===== config.mk =====
export PLATFORM = sky130hd
export DESIGN_NAME = cpu_core_flat
export DESIGN_NICKNAME = d
export VERILOG_FILES = /design/src/rtl/cpu_pkg.sv /design/src/rtl/cpu_if.sv /design/src/rtl/reg_file.sv /design/src/rtl/cpu_core.sv /design/src/flat_wrapper.sv
export SDC_FILE = /design/constraint.sdc
export NUM_CORES = 1
export LEC_CHECK = 0
export ABC_CLOCK_PERIOD_IN_PS = 3800
export CORE_ASPECT_RATIO = 1.75
export CORE_UTILIZATION = 53
export DETAILED_ROUTE_END_ITERATION = 16
export HOLD_SLACK_MARGIN = 0.02
export PLACE_DENSITY = 0.8
export SLEW_MARGIN = 20
export SYNTH_ARGS = -nofsm -noshare
export SYNTH_HDL_FRONTEND = slang
export SYNTH_SLANG_ARGS = --single-unit
export TNS_END_PERCENT = 100

===== constraint.sdc =====
create_clock -name CLK -period 3.8 [get_ports CLK]
set_clock_uncertainty 0.05 [all_clocks]
set_input_delay 0.76 -clock CLK [delete_from_list [all_inputs] [get_ports CLK]]
set_output_delay 0.76 -clock CLK [all_outputs]
set_load 0.005 [all_outputs]

===== src/rtl/cpu_pkg.sv =====
// cpu_pkg: shared widths, opcodes, ALU selects, instruction field positions and core state
package cpu_pkg;

    localparam int CPU_DATA_W = 8;
    localparam int CPU_PC_W   = 32;

    localparam logic [7:0] OP_LOADI = 8'd0;
    localparam logic [7:0] OP_MOV   = 8'd1;
    localparam logic [7:0] OP_ADD   = 8'd2;
    localparam logic [7:0] OP_SUB   = 8'd3;
    localparam logic [7:0] OP_AND   = 8'd4;
    localparam logic [7:0] OP_OR    = 8'd5;
    localparam logic [7:0] OP_J     = 8'd6;
    localparam logic [7:0] OP_BEQ   = 8'd7;

    localparam logic [2:0] ALU_FWD = 3'b000;
    localparam logic [2:0] ALU_ADD = 3'b001;
    localparam logic [2:0] ALU_AND = 3'b010;
    localparam logic [2:0] ALU_OR  = 3'b011;

    localparam int OP_MSB   = 31;
    localparam int OP_LSB   = 24;
    localparam int DEST_MSB = 23;
    localparam int DEST_LSB = 16;
    localparam int SRC1_MSB = 15;
    localparam int SRC1_LSB = 8;
    localparam int SRC2_MSB = 7;
    localparam int SRC2_LSB = 0;

    typedef enum logic {RUN, HALT} state_e;

endpackage


===== src/rtl/cpu_if.sv =====
// cpu_if: instruction fetch and ALU operand/result bus between cpu_core and its surroundings
interface cpu_if #(
    parameter int DATA_W = 8,
    parameter int PC_W   = 32
);
    logic [31:0]       INSTRUCTION;
    logic [PC_W-1:0]   PC;
    logic [DATA_W-1:0] OPERAND1;
    logic [DATA_W-1:0] OPERAND2;
    logic [2:0]        ALUOP;
    logic [DATA_W-1:0] ALURESULT;
    logic              HALTED;

    modport master (
        input  INSTRUCTION, ALURESULT,
        output PC, OPERAND1, OPERAND2, ALUOP, HALTED
    );

    modport slave (
        output INSTRUCTION, ALURESULT,
        input  PC, OPERAND1, OPERAND2, ALUOP, HALTED
    );
endinterface


===== src/rtl/reg_file.sv =====
// reg_file: 8-entry register file, two combinational reads, one synchronous write, sync clear
module reg_file #(
    parameter int DATA_W = 8
) (
    input  logic              clk,
    input  logic              rst,
    input  logic              we,
    input  logic [2:0]        waddr,
    input  logic [DATA_W-1:0] wdata,
    input  logic [2:0]        raddr1,
    output logic [DATA_W-1:0] rdata1,
    input  logic [2:0]        raddr2,
    output logic [DATA_W-1:0] rdata2
);
    logic [DATA_W-1:0] mem_q [8];
    logic [DATA_W-1:0] mem_d [8];

    assign rdata1 = mem_q[raddr1];
    assign rdata2 = mem_q[raddr2];

    // merge the pending write into the next register image
    always_comb begin
        mem_d = mem_q;
        if (we) mem_d[waddr] = wdata;
    end

    // reset clears every entry and takes priority over the write
    always_ff @(posedge clk) begin
        if (rst) mem_q <= '{default: '0};
        else     mem_q <= mem_d;
    end
endmodule


===== src/rtl/cpu_core.sv =====
// cpu_core: single-cycle fetch/decode/writeback core driving an external ALU.
// Optional j/beq support is enabled by defining CPU_BRANCH_EN.
module cpu_core
    import cpu_pkg::*;
#(
    parameter int              DATA_W   = CPU_DATA_W,
    parameter int              PC_W     = CPU_PC_W,
    parameter logic [PC_W-1:0] PC_RESET = '0
) (
    input  logic CLK,
    input  logic RESET,
    cpu_if.master bus
);
    logic [7:0]        op;
    logic [2:0]        dest_idx;
    logic [2:0]        src1_idx;
    logic [7:0]        src2;
    logic [DATA_W-1:0] rd1;
    logic [DATA_W-1:0] rd2;
    logic              we;
    logic              is_wb;
    logic              is_beq;
    logic              op_valid;
    logic              br_taken;
    logic [PC_W-1:0]   pc_inc;
    logic [PC_W-1:0]   br_target;
    state_e            state_q, state_d;
    logic [PC_W-1:0]   pc_q, pc_d;

    assign op       = bus.INSTRUCTION[OP_MSB:OP_LSB];
    assign dest_idx = bus.INSTRUCTION[DEST_LSB+2:DEST_LSB];
    assign src1_idx = bus.INSTRUCTION[SRC1_LSB+2:SRC1_LSB];
    assign src2     = bus.INSTRUCTION[SRC2_MSB:SRC2_LSB];
    assign pc_inc   = pc_q + PC_W'(4);

    reg_file #(.DATA_W(DATA_W)) u_rf (
        .clk    (CLK),
        .rst    (RESET),
        .we     (we),
        .waddr  (dest_idx),
        .wdata  (bus.ALURESULT),
        .raddr1 (src1_idx),
        .rdata1 (rd1),
        .raddr2 (src2[2:0]),
        .rdata2 (rd2)
    );

    // opcode classification; branch opcodes count as undefined unless enabled
    always_comb begin
        is_wb = op <= OP_OR;
`ifdef CPU_BRANCH_EN
        is_beq    = op == OP_BEQ;
        op_valid  = op <= OP_BEQ;
        br_taken  = op == OP_J || (is_beq && bus.ALURESULT == '0);
        br_target = pc_inc + {{(PC_W-10){bus.INSTRUCTION[DEST_MSB]}}, bus.INSTRUCTION[DEST_MSB:DEST_LSB], 2'b00};
`else
        is_beq    = 1'b0;
        op_valid  = is_wb;
        br_taken  = 1'b0;
        br_target = pc_inc;
`endif
    end

    // state and PC registers; reset wins over every update
    always_ff @(posedge CLK) begin
        if (RESET) begin
            state_q <= RUN;
            pc_q    <= PC_RESET;
        end else begin
            state_q <= state_d;
            pc_q    <= pc_d;
        end
    end

    // an undefined opcode in RUN parks the core with PC on the offending word
    always_comb begin
        state_d = (state_q == RUN && !op_valid) ? HALT : state_q;
        pc_d    = (state_q == HALT || !op_valid) ? pc_q : br_taken ? br_target : pc_inc;
    end

    // operand, ALU select and writeback enable decode
    always_comb begin
        we           = state_q == RUN && is_wb;
        bus.PC       = pc_q;
        bus.HALTED   = state_q == HALT;
        bus.OPERAND1 = rd1;
        bus.OPERAND2 = op == OP_LOADI ? DATA_W'(src2) :
                       (op == OP_SUB || is_beq) ? DATA_W'(~rd2 + 1'b1) : rd2;
        bus.ALUOP    = state_q == HALT ? ALU_FWD :
                       (op == OP_ADD || op == OP_SUB || is_beq) ? ALU_ADD :
                       op == OP_AND ? ALU_AND :
                       op == OP_OR  ? ALU_OR  : ALU_FWD;
    end
endmodule


===== src/flat_wrapper.sv =====
// flat-port wrapper written by rule: the top's interface ports become plain ports
module cpu_core_flat import cpu_pkg::*;
#(
    parameter int              DATA_W   = CPU_DATA_W,
    parameter int              PC_W     = CPU_PC_W,
    parameter logic [PC_W-1:0] PC_RESET = '0
)
  (CLK, RESET, bus_INSTRUCTION, bus_ALURESULT, bus_PC, bus_OPERAND1, bus_OPERAND2, bus_ALUOP, bus_HALTED);
  cpu_if #(.DATA_W(DATA_W), .PC_W(PC_W)) bus_i ();
  input  logic CLK;
  input  logic RESET;
  input wire logic [$bits(bus_i.INSTRUCTION)-1:0] bus_INSTRUCTION;
  input wire logic [$bits(bus_i.ALURESULT)-1:0] bus_ALURESULT;
  output wire logic [$bits(bus_i.PC)-1:0] bus_PC;
  output wire logic [$bits(bus_i.OPERAND1)-1:0] bus_OPERAND1;
  output wire logic [$bits(bus_i.OPERAND2)-1:0] bus_OPERAND2;
  output wire logic [$bits(bus_i.ALUOP)-1:0] bus_ALUOP;
  output wire logic [$bits(bus_i.HALTED)-1:0] bus_HALTED;
  assign bus_i.INSTRUCTION = bus_INSTRUCTION;
  assign bus_i.ALURESULT = bus_ALURESULT;
  assign bus_PC = bus_i.PC;
  assign bus_OPERAND1 = bus_i.OPERAND1;
  assign bus_OPERAND2 = bus_i.OPERAND2;
  assign bus_ALUOP = bus_i.ALUOP;
  assign bus_HALTED = bus_i.HALTED;
  cpu_core #(.DATA_W(DATA_W), .PC_W(PC_W), .PC_RESET(PC_RESET)) u_core (.CLK(CLK), .RESET(RESET), .bus(bus_i));
endmodule

==> flow_summary.json, run 1 <==
{
  "outcome": "complete, no violations",
  "layout_setup_ws_ns": 0.0493,
  "grt_pass1_vias": 4411,
  "drt_iter0_markers": 187,
  "synth_xor_area_share_pct": 3.17,
  "cp_top_family": "buffers and inverters",
  "hold_path.class": "flip-flop to flip-flop",
  "synth_ff_type": "dfxtp_1",
  "numClockSinks": 95,
  "fin_crit_ns": 3.75,
  "leakage_nw": 2.78,
  "wl_per_cell_um": 18.0,
  "cts_root_buf": "clkbuf_16",
  "initial_core_util_pct": 55.1,
  "critPathMostFrequentCell": "buf_4",
  "grt_antenna_before_repair": 0,
  "finalHoldViolCount": 0,
  "ios": 94,
  "cp_max_fo": 4,
  "synth_seq_area_share_pct": 36.3,
  "rsz0062_at_grt": "true",
  "synth_top_area_share_pct": 36.3,
  "cts_max_path_buffers": 2,
  "switching_share_pct": 22.0,
  "hold_buffers": 0,
  "cp.buffers_inverters": 6,
  "row_count": 47,
  "via_per_inst": 5.87,
  "drv_cap": 0,
  "vias": 4375,
  "async_flop_share_pct": 0,
  "power_mw": 2.07,
  "syn_inst": 508,
  "peakVddDrop_mv": 0.220,
  "synth-simple-area-share_pct": 19.8,
  "fp.dieH_um": 134,
  "rrSetupSlack_ns": 1.51,
  "port_buffers": 80,
  "synth_fa_ha_area_share_pct": 0.477,
  "yosys.area.top_type": "dfxtp_1",
  "slowest_stage": "or4_4",
  "fp.dieW_um": 77.2,
  "end_kind": "output port",
  "fin_nets": 662,
  "htree_levels": 3,
  "setup_viol": 0,
  "slew_headroom_pct": 31.2,
  "insertion_delay_ns": 0.34,
  "ant_nets": 0,
  "wl_um": 13400,
  "grt_pass1_wl_um": 21400,
  "intPower_mw": 1.62,
  "synth_compound_area_share_pct": 2.96,
  "powerDensity_nw_per_um2": 305,
  "core_area_um2": 9530,
  "worstPathRequired_ns": 2.99,
  "ys_ff_latch": 95,
  "place_area_um2": 6320,
  "finalCritPeriodShare_pct": 98.7,
  "drive_above_1_share_pct": 25.7,
  "synth_warnings": 0,
  "numCtsBuffers": 9,
  "first_pass_iters": 5,
  "clkPwrFrac_pct": 44.5,
  "tightestPinTransition_ns": 1.03,
  "finalInstanceArea_um2": 6800,
  "drc": 0,
  "die-area_um2": 10300,
  "dp_hpwl_um": 9410,
  "arrival_ns": 2.94,
  "max_freq_ghz": 0.267,
  "antenna_cells": 0,
  "overflow": 0,
  "p_switching_mw": 0.456,
  "worstPathCellList": "clkdlybuf4s50_1, or4_4, buf_6, buf_4, nor4_4, buf_4, buf_4, o211a_1, nor3_1, dlygate4sd2_1",
  "synth_area_leaders": "dfxtp_1, mux2i_1, mux4_2, nor2_1, mux2_2",
  "synth_area_um2": 5250,
  "gp_congestion": 0.867,
  "max_stage_delay_ns": 0.55,
  "pre_cts_ws_ns": -0.559,
  "clkSlewWorstSetupHoldPaths_ns": 0.06,
  "path_class": "input pin to output port",
  "p_comb_share_pct": 7.3,
  "synth_area_per_cell_um2": 10.3,
  "cts_tree": "built",
  "final_max_slew_viol_count": 0,
  "critPathLaunchType": "input pin",
  "grt_usage_pct": 26.9,
  "synth_top_family_by_area": "multiplexers",
  "grt_start_max_net_pins": 56,
  "synthMuxAreaShare_pct": 31.9,
  "ys_types": 53,
  "layout-area-overhead-vs-synth_pct": 29.7,
  "synth_edf_count": 0,
  "pwr-share-seq_pct": 48.2
}
==> layout by cell type, fill, tap and decap left out, drive strengths merged, types with 8 or more instances in the layout <==
| cell | count |
|---|---|
| clkdlybuf4s50 | 66 |
| mux4 | 32 |
| nand3 | 11 |
| buf | 66 |
| mux2i | 71 |
| o21ai | 11 |
| nand4 | 11 |
| nand2 | 21 |
| and3 | 8 |
| clkbuf | 14 |
| nor3 | 13 |
| mux2 | 18 |
| dfxtp | 95 |
| nor2 | 95 |
| xor2 | 14 |
==> worst paths after layout <==
path	from	endpoint	cells after the start
worst max-delay path	bus_INSTRUCTION[27]	bus_OPERAND2[6]	10
worst min-delay path	u_core.bus.PC[21]	u_core.bus.PC[21]	2
worst max register to register	u_core.bus.PC[8]	u_core.bus.PC[31]	5
worst min register to register	u_core.bus.PC[21]	u_core.bus.PC[21]	2
==> kinds of logic (layout without fill, tap and decap cells) <==
| group | Yosys count | after routing |
|---|---|---|
| fa+ha+maj | 2 | 2 |
| flops | 95 | 95 |
| compound gates | 25 | 25 |
| other cells | 1 | 3 |
| buf+inv | 51 | 164 |
| simple gates | 194 | 194 |
| mux | 121 | 121 |
| xor+xnor | 19 | 19 |
==> flip-flops by register name, summed over array words and instances (netlist names) <==
name	count
u_core.u_rf.mem_q	64
u_core.bus.PC	30
u_core.bus.HALTED	1
==> power by group through the flow <==
stage / Combinational, mW / Clock (mW) / Sequential, mW
after CTS: 0.148 / 0.938 / 0.999
after global routing: 0.160 / 0.986 / 0.998
after floorplan: 0.0802 / 0 / 1.02
after global placement: 0.139 / 0 / 1.02
final: 0.151 / 0.922 / 0.999
after detailed placement: 0.143 / 0 / 1.02
==> final cells by class <==
cell class                 instances  area, um2
fill                             686       2730
inverter                           6       22.5
clock buffer                      11        253
clock inverter                     5       56.3
timing repair buffer             142       1280
tap                              122        153
multi-input combinational        364       3130
sequential                        95       1900
==> worst min-delay path: stages (launching register included) <==
cell	delay (ns)
dfxtp_1	0.33
o21ai_0	0.07
a21oi_1	0.06
==> through the flow <==
| step | instances | hold WS, ns | util, % | setup TNS, ns |
|---|---|---|---|---|
| floorplan | 510 | 0.419 | - | 0 |
| detailed placement | 712 | 0.448 | 66.3 | -3.38 |
| finish | 745 | 0.451 | 71.4 | 0 |
| CTS | 741 | 0.457 | 71.0 | 0 |
| global route | 745 | 0.480 | 71.4 | -0.0551 |
| global placement | 712 | 0.426 | 66.3 | -2.95 |
==> Yosys cell counts, types with 4 or more instances <==
library cell and instances:
clkbuf_1 24, or3_1 4, nor3_1 12, a21oi_1 6
mux4_1 5, buf_2 5, mux2_2 18, xnor2_1 5
nor4_1 4, mux4_2 27, nand4_1 10, nor2b_1 7
mux2i_1 68, nand2_1 20, o21ai_0 8, dfxtp_1 95
buf_6 8, buf_4 6, nor2_1 95, nand3_1 10
inv_1 6, xor2_1 14, and3_1 8
==> per-layer routing <==
layer / track usage, % / share of wire [%] / wire (um)
met5: 0 / 0 / 0
met4: 16.4 / 4.8 / 649
met2: 48.5 / 53 / 7140
met1: 28.1 / 37 / 4920
met3: 5.48 / 5.1 / 686
==> timing repair <==
item,4_1_cts,5_1_grt
setup buffers,13,4
resized for setup,39,9
pin swaps,6,0
setup endpoints to repair,10,6
Note: power is estimated with default switching activity, not from simulation.
==> inputs of run 2 (changes only) <==
SETUP_SLACK_MARGIN = 0.02   (was default)
==> run 2 against run 1 <==
Net effect:
- sequential cell count did not move
- worst hold slack gained 0.0032 ns
- critical path type unchanged
- clock-buffer cell count did not move
==> flow_summary.json, run 2 (same netlist as run 1, synthesis figures left out) <==
{
  "slew_headroom_pct": 30.9,
  "worstPathRequired_ns": 2.99,
  "critPathLaunchType": "input pin",
  "rrSetupSlack_ns": 1.51,
  "reg2reg_depth": 5,
  "setup_viol": 0,
  "end_kind": "output port",
  "final_max_slew_viol_count": 0,
  "cts_tree": "built",
  "htree_levels": 3,
  "layout_common_cells": "nor2_1, dfxtp_1, mux2i_1",
  "outcome": "complete, no violations",
  "first_pass_iters": 5,
  "tightestPinTransition_ns": 1.04,
  "max_stage_delay_ns": 0.56,
  "grt_start_max_net_pins": 56,
  "cts_max_path_buffers": 2,
  "max_freq_ghz": 0.269,
  "fin_crit_ns": 3.71,
  "pwr-share-seq_pct": 48.3,
  "hold_buffers": 0,
  "largest_reg_flops": 64,
  "whs_endpoint": "u_core.bus.PC[21]",
  "finalCritPeriodShare_pct": 97.7,
  "cp_top_family": "simple AND/OR/NAND/NOR gates",
  "arrival_ns": 2.90,
  "grt_usage_pct": 26.9,
  "fp.dieW_um": 77.2,
  "insertion_delay_ns": 0.34,
  "hold_path.class": "flip-flop to flip-flop",
  "pre_cts_ws_ns": -0.559,
  "drive_above_1_share_pct": 26.3,
  "p_switching_mw": 0.453,
  "port_buffers": 80,
  "rr_startpoint": "u_core.bus.PC[8]",
  "clkSlewWorstSetupHoldPaths_ns": 0.07,
  "numCtsBuffers": 9,
  "dp.cells": 712,
  "grt_antenna_before_repair": 0,
  "dp_hpwl_um": 9410,
  "finalHoldViolCount": 0,
  "initial_core_util_pct": 55.1,
  "path_class": "input pin to output port",
  "critPathMostFrequentCell": "or4_4",
  "peakVddDrop_mv": 0.218,
  "cts_root_buf": "clkbuf_16",
  "rsz0062_at_grt": "true",
  "timing.hold.ws_ns": 0.454,
  "switching_share_pct": 21.9,
  "vias": 4387,
  "drc": 0,
  "layout-area-overhead-vs-synth_pct": 29.9,
  "cp_max_fo": 4,
  "finalInstanceArea_um2": 6810,
  "top_register": "u_core.u_rf.mem_q",
  "p_comb_share_pct": 7.3,
  "ios": 94,
  "antenna_cells": 0,
  "worstPathCellList": "clkdlybuf4s50_1, or4_4, or4_4, a31oi_4, xor2_1, o21ai_1, dlygate4sd2_1",
  "clkPwrFrac_pct": 44.4,
  "leakage_nw": 2.80,
  "slowest_stage": "or4_4",
  "final_core_util_pct": 71.5,
  "core_area_um2": 9530,
  "wl_um": 13300,
  "die-area_um2": 10300,
  "fin_nets": 663,
  "drt_iter0_markers": 227,
  "stdcell_count": 746,
  "hold_path_depth": 2,
  "min-delay-start": "u_core.bus.PC[21]",
  "cp.buffers_inverters": 2,
  "intPower_mw": 1.62,
  "place_area_um2": 6320,
  "n_fill_cell": 683,
  "r2r-end": "u_core.bus.PC[31]",
  "wl_per_cell_um": 17.8,
  "drv_cap": 0,
  "fp.dieH_um": 134,
  "row_count": 47,
  "overflow": 0,
  "grt_pass1_wl_um": 21400,
  "powerDensity_nw_per_um2": 304,
  "gp_congestion": 0.867,
  "ant_nets": 0,
  "layout_setup_ws_ns": 0.0860,
  "grt_pass1_vias": 4411,
  "numClockSinks": 95,
  "via_per_inst": 5.88
}
run 2: routing by layer:
metal / wire length, um / vias up / global-route usage (%)
li1: - / 2049 / -
met1: 5040 / 2141 / 28.1
met2: 7010 / 154 / 48.5
met3: 535 / 43 / 5.48
met4: 685 / 0 / 16.4
met5: 0 / - / 0
run 2: layout make-up:
cell class	count	area (um2)	share of cell area, %
multi-input cells	364	3140	46.1
flip-flops and latches	95	1900	27.9
repair buffers	143	1290	18.9
clock buffers	11	253	3.71
well taps	122	153	2.24
clock inverters	5	56.3	0.827
inverters	6	22.5	0.331
run 2: worst max path at each step:
stage / startpoint / to / slack (ns) / depth (start not counted)
3_5_place_dp: bus_INSTRUCTION[0] / bus_OPERAND2[7] / -0.56 / 10
5_1_grt: bus_INSTRUCTION[0] / bus_OPERAND2[6] / -0.03 / 12
4_1_cts: bus_INSTRUCTION[27] / bus_OPERAND2[4] / 0.03 / 8
3_3_place_gp: bus_INSTRUCTION[0] / bus_OPERAND2[7] / -0.49 / 10
6_report: bus_INSTRUCTION[30] / bus_OPERAND2[3] / 0.09 / 7
2_1_floorplan: bus_INSTRUCTION[0] / bus_OPERAND2[6] / 0.56 / 8
run 2: tightest hold or removal path, delay by kind of cell, from the launching register on:
family             cells  cell delay [ns]
DFF                    1             0.33
AOI/OAI and AO/OA      2             0.13
run 2: power groups by stage:
stage	clock network, mW	registers [mW]	logic [mW]
6_report	0.919	0.999	0.151
5_1_grt	0.985	0.998	0.159
3_3_place_gp	0	1.02	0.139
3_5_place_dp	0	1.02	0.143
2_1_floorplan	0	1.02	0.0802
4_1_cts	0.938	0.999	0.148
run 2: timing repair:
item,4_1_cts,5_1_grt
setup endpoints to repair,10,6
gates resized for setup,40,16
setup buffers,13,5
pin swaps,6,5
run 2: metrics by stage:
stage	setup TNS, ns	total power [mW]
finish	0	2.07
global placement	-2.95	1.16
detailed placement	-3.38	1.16
floorplan	0	1.10
global route	-0.0258	2.14
CTS	0	2.09
